--- config.mk ---
export PLATFORM = sky130hd
export DESIGN_NAME = input_debounce_latch_flat
export DESIGN_NICKNAME = d
export VERILOG_FILES = /design/src/rtl/input_debounce_latch_pkg.sv /design/src/rtl/input_debounce_latch_if.sv /design/src/rtl/input_debounce_latch_entrada_sync.sv /design/src/rtl/input_debounce_latch.sv /design/src/flat_wrapper.sv
export SDC_FILE = /design/constraint.sdc
export NUM_CORES = 1
export LEC_CHECK = 0
export ABC_AREA = 1
export ABC_CLOCK_PERIOD_IN_PS = 4900
export CAP_MARGIN = 20
export CORE_MARGIN = 1
export CORE_UTILIZATION = 50
export CTS_CLUSTER_DIAMETER = 40
export DETAILED_ROUTE_END_ITERATION = 8
export PLACE_DENSITY_LB_ADDON = 0.15
export SLEW_MARGIN = 20
export SYNTH_ARGS = -nofsm -noshare
export SYNTH_HDL_FRONTEND = slang
export SYNTH_SLANG_ARGS = --single-unit
--- constraint.sdc ---
create_clock -name clk -period 4.9 [get_ports clk]
set_clock_uncertainty 0.1 [all_clocks]
set_input_delay 0.98 -clock clk [delete_from_list [all_inputs] [get_ports clk]]
set_output_delay 0.98 -clock clk [all_outputs]
set_load 0.01 [all_outputs]
--- src/rtl/input_debounce_latch_pkg.sv ---
// Shared constants and FSM encoding for the push-button debounce / switch latch.
// Latency: n/a (declarations only).
// Backpressure: n/a.
package input_debounce_latch_pkg;

  localparam int DEBOUNCE_CYCLES_DEF = 16;
  localparam int SYNC_STAGES_DEF     = 2;
  localparam int CNT_W               = 16;
  localparam int SW_W                = 4;
  localparam int DATA_W              = 32;

  typedef enum logic [1:0] {
    IDLE         = 2'd0,
    PRESS_WAIT   = 2'd1,
    PRESSED      = 2'd2,
    RELEASE_WAIT = 2'd3
  } state_e;

  // Stability counter increment that sticks at all-ones instead of wrapping.
  function automatic logic [CNT_W-1:0] cnt_sat_inc(input logic [CNT_W-1:0] c);
    return (c == {CNT_W{1'b1}}) ? c : c + 1'b1;
  endfunction

endpackage

--- src/rtl/input_debounce_latch_if.sv ---
// Board/CPU-side signal bundle of the debounce latch.
// Latency: n/a (wiring only).
// Backpressure: in_ack is the consumer's acknowledge; a press arriving while data is pending is dropped and flagged.
// Ports: botao_n (raw button, active-low), dados_raw (raw switches), in_ack (CPU consume pulse),
//        dado_out (latched value), dado_valido (unconsumed data), botao_pulso (press pulse), overrun (lost press).
interface input_debounce_latch_if;
  import input_debounce_latch_pkg::*;

  logic              botao_n;
  logic [SW_W-1:0]   dados_raw;
  logic              in_ack;
  logic [DATA_W-1:0] dado_out;
  logic              dado_valido;
  logic              botao_pulso;
  logic              overrun;

  // Board and CPU side.
  modport master (
    output botao_n, dados_raw, in_ack,
    input  dado_out, dado_valido, botao_pulso, overrun
  );

  // The debounce/latch block.
  modport slave (
    input  botao_n, dados_raw, in_ack,
    output dado_out, dado_valido, botao_pulso, overrun
  );

endinterface

--- src/rtl/input_debounce_latch_entrada_sync.sv ---
// Multi-flop synchronizer for asynchronous board inputs, resetting to the input's idle level.
// Latency: STAGES rising edges.
// Backpressure: none.
// Ports: clk, reset (async active-high), d_i (async input), q_o (synchronized output).
module entrada_sync #(
  parameter int                 WIDTH     = 1,
  parameter int                 STAGES    = 2,
  parameter logic [WIDTH-1:0]   RESET_VAL = '0
) (
  input  logic             clk,
  input  logic             reset,
  input  logic [WIDTH-1:0] d_i,
  output logic [WIDTH-1:0] q_o
);

  logic [WIDTH-1:0] sync_q [STAGES];

  always_ff @(posedge clk or posedge reset) begin
    if (reset) begin
      for (int i = 0; i < STAGES; i++) sync_q[i] <= RESET_VAL;
    end else begin
      sync_q[0] <= d_i;
      for (int i = 1; i < STAGES; i++) sync_q[i] <= sync_q[i-1];
    end
  end

  assign q_o = sync_q[STAGES-1];

endmodule

--- src/rtl/input_debounce_latch.sv ---
// Debounces the board push-button and latches the switch value for the CPU on each accepted press.
// Latency: SYNC_STAGES+DEBOUNCE_CYCLES+1 edges from first low sample of botao_n to botao_pulso; data lands one edge later.
// Backpressure: data held until in_ack; a press while data is pending is discarded and sets sticky overrun.
// Ports: clk, reset (async active-high), bus (slave modport: botao_n, dados_raw, in_ack,
//        dado_out, dado_valido, botao_pulso, overrun).
module input_debounce_latch
  import input_debounce_latch_pkg::*;
#(
  parameter int DEBOUNCE_CYCLES = DEBOUNCE_CYCLES_DEF,
  parameter int SYNC_STAGES     = SYNC_STAGES_DEF
) (
  input  logic                  clk,
  input  logic                  reset,
  input_debounce_latch_if.slave bus
);

  localparam logic [CNT_W-1:0] DC_VAL = CNT_W'(DEBOUNCE_CYCLES);

  logic            botao_n_s;
  logic [SW_W-1:0] dados_s;
  logic            pressed_s;

  entrada_sync #(.WIDTH(1), .STAGES(SYNC_STAGES), .RESET_VAL(1'b1)) u_sync_botao (
    .clk   (clk),
    .reset (reset),
    .d_i   (bus.botao_n),
    .q_o   (botao_n_s)
  );

  entrada_sync #(.WIDTH(SW_W), .STAGES(SYNC_STAGES), .RESET_VAL('0)) u_sync_dados (
    .clk   (clk),
    .reset (reset),
    .d_i   (bus.dados_raw),
    .q_o   (dados_s)
  );

  assign pressed_s = ~botao_n_s;

  state_e            state_q, state_d;
  logic [CNT_W-1:0]  cnt_q, cnt_d;
  logic              pulse_q, pulse_d;
  logic [DATA_W-1:0] dado_q;
  logic              valid_q;
  logic              overrun_q;

  // State register.
  always_ff @(posedge clk or posedge reset) begin
    if (reset) begin
      state_q <= IDLE;
      cnt_q   <= '0;
      pulse_q <= 1'b0;
    end else begin
      state_q <= state_d;
      cnt_q   <= cnt_d;
      pulse_q <= pulse_d;
    end
  end

  // Next state. The counter holds the number of consecutive samples seen at
  // the new level; a transition is confirmed one sample after it reaches DC_VAL.
  always_comb begin
    state_d = state_q;
    cnt_d   = cnt_q;
    case (state_q)
      IDLE: begin
        if (pressed_s) begin
          state_d = PRESS_WAIT;
          cnt_d   = 16'd1;
        end else begin
          cnt_d   = '0;
        end
      end
      PRESS_WAIT: begin
        if (!pressed_s) begin
          state_d = IDLE;
          cnt_d   = '0;
        end else if (cnt_q == DC_VAL) begin
          state_d = PRESSED;
          cnt_d   = '0;
        end else begin
          cnt_d   = cnt_sat_inc(cnt_q);
        end
      end
      PRESSED: begin
        if (!pressed_s) begin
          state_d = RELEASE_WAIT;
          cnt_d   = 16'd1;
        end else begin
          cnt_d   = '0;
        end
      end
      RELEASE_WAIT: begin
        if (pressed_s) begin
          state_d = PRESSED;
          cnt_d   = '0;
        end else if (cnt_q == DC_VAL) begin
          state_d = IDLE;
          cnt_d   = '0;
        end else begin
          cnt_d   = cnt_sat_inc(cnt_q);
        end
      end
      default: begin
        state_d = IDLE;
        cnt_d   = '0;
      end
    endcase
  end

  // Output: the press pulse is registered so it appears in the cycle after
  // PRESS_WAIT->PRESSED, and only that transition can raise it.
  always_comb begin
    pulse_d = (state_q == PRESS_WAIT) && pressed_s && (cnt_q == DC_VAL);
  end

  // Data latch. An ack in the same cycle as a press frees the slot, so the
  // new value is taken and valid stays set.
  always_ff @(posedge clk or posedge reset) begin
    if (reset) begin
      dado_q    <= '0;
      valid_q   <= 1'b0;
      overrun_q <= 1'b0;
    end else if (pulse_q) begin
      if (!valid_q || bus.in_ack) begin
        dado_q  <= {{(DATA_W-SW_W){1'b0}}, dados_s};
        valid_q <= 1'b1;
      end else begin
        overrun_q <= 1'b1;
      end
    end else if (bus.in_ack) begin
      valid_q <= 1'b0;
    end
  end

  assign bus.dado_out    = dado_q;
  assign bus.dado_valido = valid_q;
  assign bus.botao_pulso = pulse_q;
  assign bus.overrun     = overrun_q;

endmodule

--- src/flat_wrapper.sv ---
// flat-port wrapper written by rule: the top's interface ports become plain ports
module input_debounce_latch_flat import input_debounce_latch_pkg::*;
#(
  parameter int DEBOUNCE_CYCLES = DEBOUNCE_CYCLES_DEF,
  parameter int SYNC_STAGES     = SYNC_STAGES_DEF
)
  (clk, reset, bus_botao_n, bus_dados_raw, bus_in_ack, bus_dado_out, bus_dado_valido, bus_botao_pulso, bus_overrun);
  input_debounce_latch_if bus_i ();
  input  logic clk;
  input  logic reset;
  input wire logic [$bits(bus_i.botao_n)-1:0] bus_botao_n;
  input wire logic [$bits(bus_i.dados_raw)-1:0] bus_dados_raw;
  input wire logic [$bits(bus_i.in_ack)-1:0] bus_in_ack;
  output wire logic [$bits(bus_i.dado_out)-1:0] bus_dado_out;
  output wire logic [$bits(bus_i.dado_valido)-1:0] bus_dado_valido;
  output wire logic [$bits(bus_i.botao_pulso)-1:0] bus_botao_pulso;
  output wire logic [$bits(bus_i.overrun)-1:0] bus_overrun;
  assign bus_i.botao_n = bus_botao_n;
  assign bus_i.dados_raw = bus_dados_raw;
  assign bus_i.in_ack = bus_in_ack;
  assign bus_dado_out = bus_i.dado_out;
  assign bus_dado_valido = bus_i.dado_valido;
  assign bus_botao_pulso = bus_i.botao_pulso;
  assign bus_overrun = bus_i.overrun;
  input_debounce_latch #(.DEBOUNCE_CYCLES(DEBOUNCE_CYCLES), .SYNC_STAGES(SYNC_STAGES)) u_core (.clk(clk), .reset(reset), .bus(bus_i));
endmodule
==> metrics.md <==
| Metric | Value |
|---|---|
| Top Ports | `43` |
| P_leak | `between 1 and 1.5 nW` |
| DRT iter0 DRCs | `75` |
| Yosys warns | `0` |
| Post-route cell area | `0.00217 sq mm` |
| Setup Fix Bufs, Post-CTS | `0` |
| Final WL | `between 3 and 4 mm` |
| Mapped Avg Cell Area | `around 8.3 sq um` |
| Worst-case vdd ir drop | `slightly below 200 uV` |
| Detailed-route DRC error count | `0` |
| Fin. max-slew vios | `0` |
| Stages on worst setup path | `1` |
| Kind of cell adding the most delay to the critical path | `buffers and inverters` |
| #FFs+latches synth | `35` |
| WHS Endpoint | `u_core.u_sync_dados.q_o[0]` |
| Setup violators final | `0` |
| F_max | `between 0.4 and 0.5 GHz` |
| Reg2Reg Setup Slack | `around 2.8 ns` |
| DR vias | `roughly 1400` |
| Final hold vios | `0` |
| Status | `finished, final reports clean` |
| Crit. End Element | `primary output` |
| Clk Latency, worst-skew pair | `between 0.2 and 0.3 ns` |
| Final GP Congestion | `just over 0.8` |
| DP Wirelength | `2.33 mm` |
| Setup TNS | `0 ns` |
| P per Cell Area | `294 mW/mm^2` |
| Post-cts gate resize count | `0` |
| Worst slew pin tran | `about 0.54 ns` |
| CP max stage delay | `about 0.55 ns` |
| Rel. slew slack | `roughly 64%` |
| Synth Instances | `~230` |
| R2R Path Start | `u_core.cnt_q[0]` |
| CTS Root Buffer Type | `clkbuf_8` |
| Final Util | `between 50% and 60%` |
| Sequential fraction of the synthesis area | `a little under half` |
| Max_cap viols | `0` |
| Die area | `approximately 0.0042 sq mm` |
| Worst slack at placement | `2.62 ns` |
| Period utilisation layout | `a little under half` |
| Overall Power | `approximately 0.64 mW` |
| Synth-to-layout area growth | `11.1%` |
| # H-tree levels | `2` |
| Buf/Inv on CP | `1` |
| Fillers | `367` |
| Ordered list of cells on the worst path | `clkdlybuf4s50_1` |
| GR Util All Layers | `18.1%` |
| Layout cells sized above 1 | `a little over an eighth` |
| Via count of the first global-routing pass | `~1300` |
| CTS clk-pin slew, worst paths | `0.07 ns` |
| Final #Nets | `between 200 and 300` |
| Post-route setup slack | `roughly 2.6 ns` |
| Routed len/inst | `~11 um` |
| Crit path DAT | `roughly 1.2 ns` |
| Initial Util | `around 53%` |
| Post-DP Area | `0.00203 sq mm` |
| Site row count | `22` |
| # clock sinks | `35` |
| Setup CP Type | `reg -> out` |
| TritonCTS Buffers | `5` |
| Hold Slack | `0.251 ns` |
| Worst r2r path cells | `9` |
| Via density | `about 4.7` |
| Initial antenna violation count | `0` |
| Hold Path Class | `reg -> reg` |
| Non-filler cells, final | `302` |
| Largest net degree at the start of global routing | `36` |
| Die Span Y | `between 60 and 70 um` |
| Gr ovfl total | `0` |
| Slowest CP cell | `clkdlybuf4s50_1` |
| Required @ worst endpoint | `3.82 ns` |
| CTS tree | `yes` |
| Clock tree buffer depth | `2` |
| R2r endpoint | `u_core.cnt_q[7]` |
| Post-CTS Hold Buffers | `0` |
| Core area | `between 0.003 and 0.004 sq mm` |
| Dpl cells | `294` |
| RSZ-0062 raised after global routing | `false` |
| IO Port Bufs | `14` |
| DRT antenna net count | `0` |
| # diodes | `0` |
| Max FO, Critical Path | `3` |
| Global-route wire length before repair | `between 5 and 6 mm` |
| Cell area after synthesis | `a little under 0.002 sq mm` |
| Synth cell types | `28` |
| Min Tclk post-route | `~2.3 ns` |
| Startpoint types | `flop` |
| WHS Path Cells | `0` |
| Hold_sp | `u_core.u_sync_dados.sync_q[4]` |
| Die width | `approximately 64 um` |
| DR pass1 iterations | `4` |
power by group:
group,internal [mW],switching (mW)
clock,0.203,0.101
combinational,0.00941,0.0237
sequential,0.295,0.00414
total,0.508,0.129
layout by cell type (no fill, tap or decap), types with 3 or more instances in the layout:
master	Yosys	final
nand2_1	40	40
nand2_2	5	5
nand3_2	3	3
clkbuf_8	0	5
nor2_2	4	4
nor2_1	29	29
o21ai_0	8	8
clkdlybuf4s50_1	0	14
inv_1	28	28
mux2_2	4	4
nor3_1	7	7
dfrtp_1	33	33
nand3_1	14	14
a21oi_1	8	8
nand4_1	3	3
conb_1	1	28
cell usage after synthesis (all sizes together):
cell type	count	area [sq um]
nand3b	1	7.51
buf	30	225
o21ai	10	50.1
nand4	3	18.8
nor2	36	176
o21bai	1	7.51
inv	30	115
conb	1	3.75
nand2	46	193
nor3b	1	12.5
xor2	1	8.76
mux2	4	45.0
nor3	7	35.0
a21oi	9	48.8
ha	2	25.0
nand3	17	100
dfrtp	33	826
dfstp	2	52.6
layout make-up:
| cell class | count | area, sq um | share of cell area (%) |
|---|---|---|---|
| clock inverter | 2 | 60.1 | 2.77 |
| timing repair buffer | 15 | 148 | 6.81 |
| clock buffer | 6 | 72.6 | 3.35 |
| inverter | 30 | 115 | 5.31 |
| multi-input combinational | 166 | 833 | 38.5 |
| sequential | 35 | 878 | 40.5 |
| tap | 48 | 60.1 | 2.77 |
logic make-up (layout without fill, tap and decap cells):
kind of cell	count (synthesis)	in the layout	synth area share, %
other	1	28	0.192
XOR/XNOR	1	1	0.449
AO/OA/AOI/OAI	20	20	5.45
multiplexers	4	4	2.31
AND/OR/NAND/NOR	111	111	27.8
flip-flops	35	35	45.0
buffers and inverters	60	53	17.4
adder cells (fa/ha/maj)	2	2	1.28
layer usage:
layer / GRT usage, % / share of wire (%) / up-vias / wire length [um]
met5: 0 / 0 / - / 0
met2: 28.7 / 48 / 54 / 1560
met1: 23.5 / 45 / 642 / 1480
met3: 4.93 / 5.7 / 4 / 186
li1: - / - / 714 / -
met4: 7.22 / 0.98 / 0 / 32
state kept, by name, indices dropped and copies added, names as in the netlist, named ones only:
register,cells
u_core.u_sync_dados.sync_q,4
u_core.u_sync_dados.q_o,4
u_core.bus.overrun,1
u_core.bus.dado_out,4
u_core.u_sync_botao.q_o,1
u_core.bus.botao_pulso,1
u_core.u_sync_botao.sync_q,1
u_core.cnt_q,16
u_core.bus.dado_valido,1
u_core.state_q,1
worst max path at each step:
| stage | end | slack, ns | startpoint |
|---|---|---|---|
| finish | bus_botao_pulso | 2.62 | u_core.bus.botao_pulso |
| global route | bus_botao_pulso | 2.57 | u_core.bus.botao_pulso |
| CTS | bus_botao_pulso | 2.60 | u_core.bus.botao_pulso |
| detailed placement | u_core.bus.dado_out[0] | 2.62 | bus_in_ack |
| global placement | u_core.bus.dado_out[0] | 2.68 | bus_in_ack |
| floorplan | asynchronous set/reset pin | 3.05 | reset |
Power figures use the tool's default switching activity.
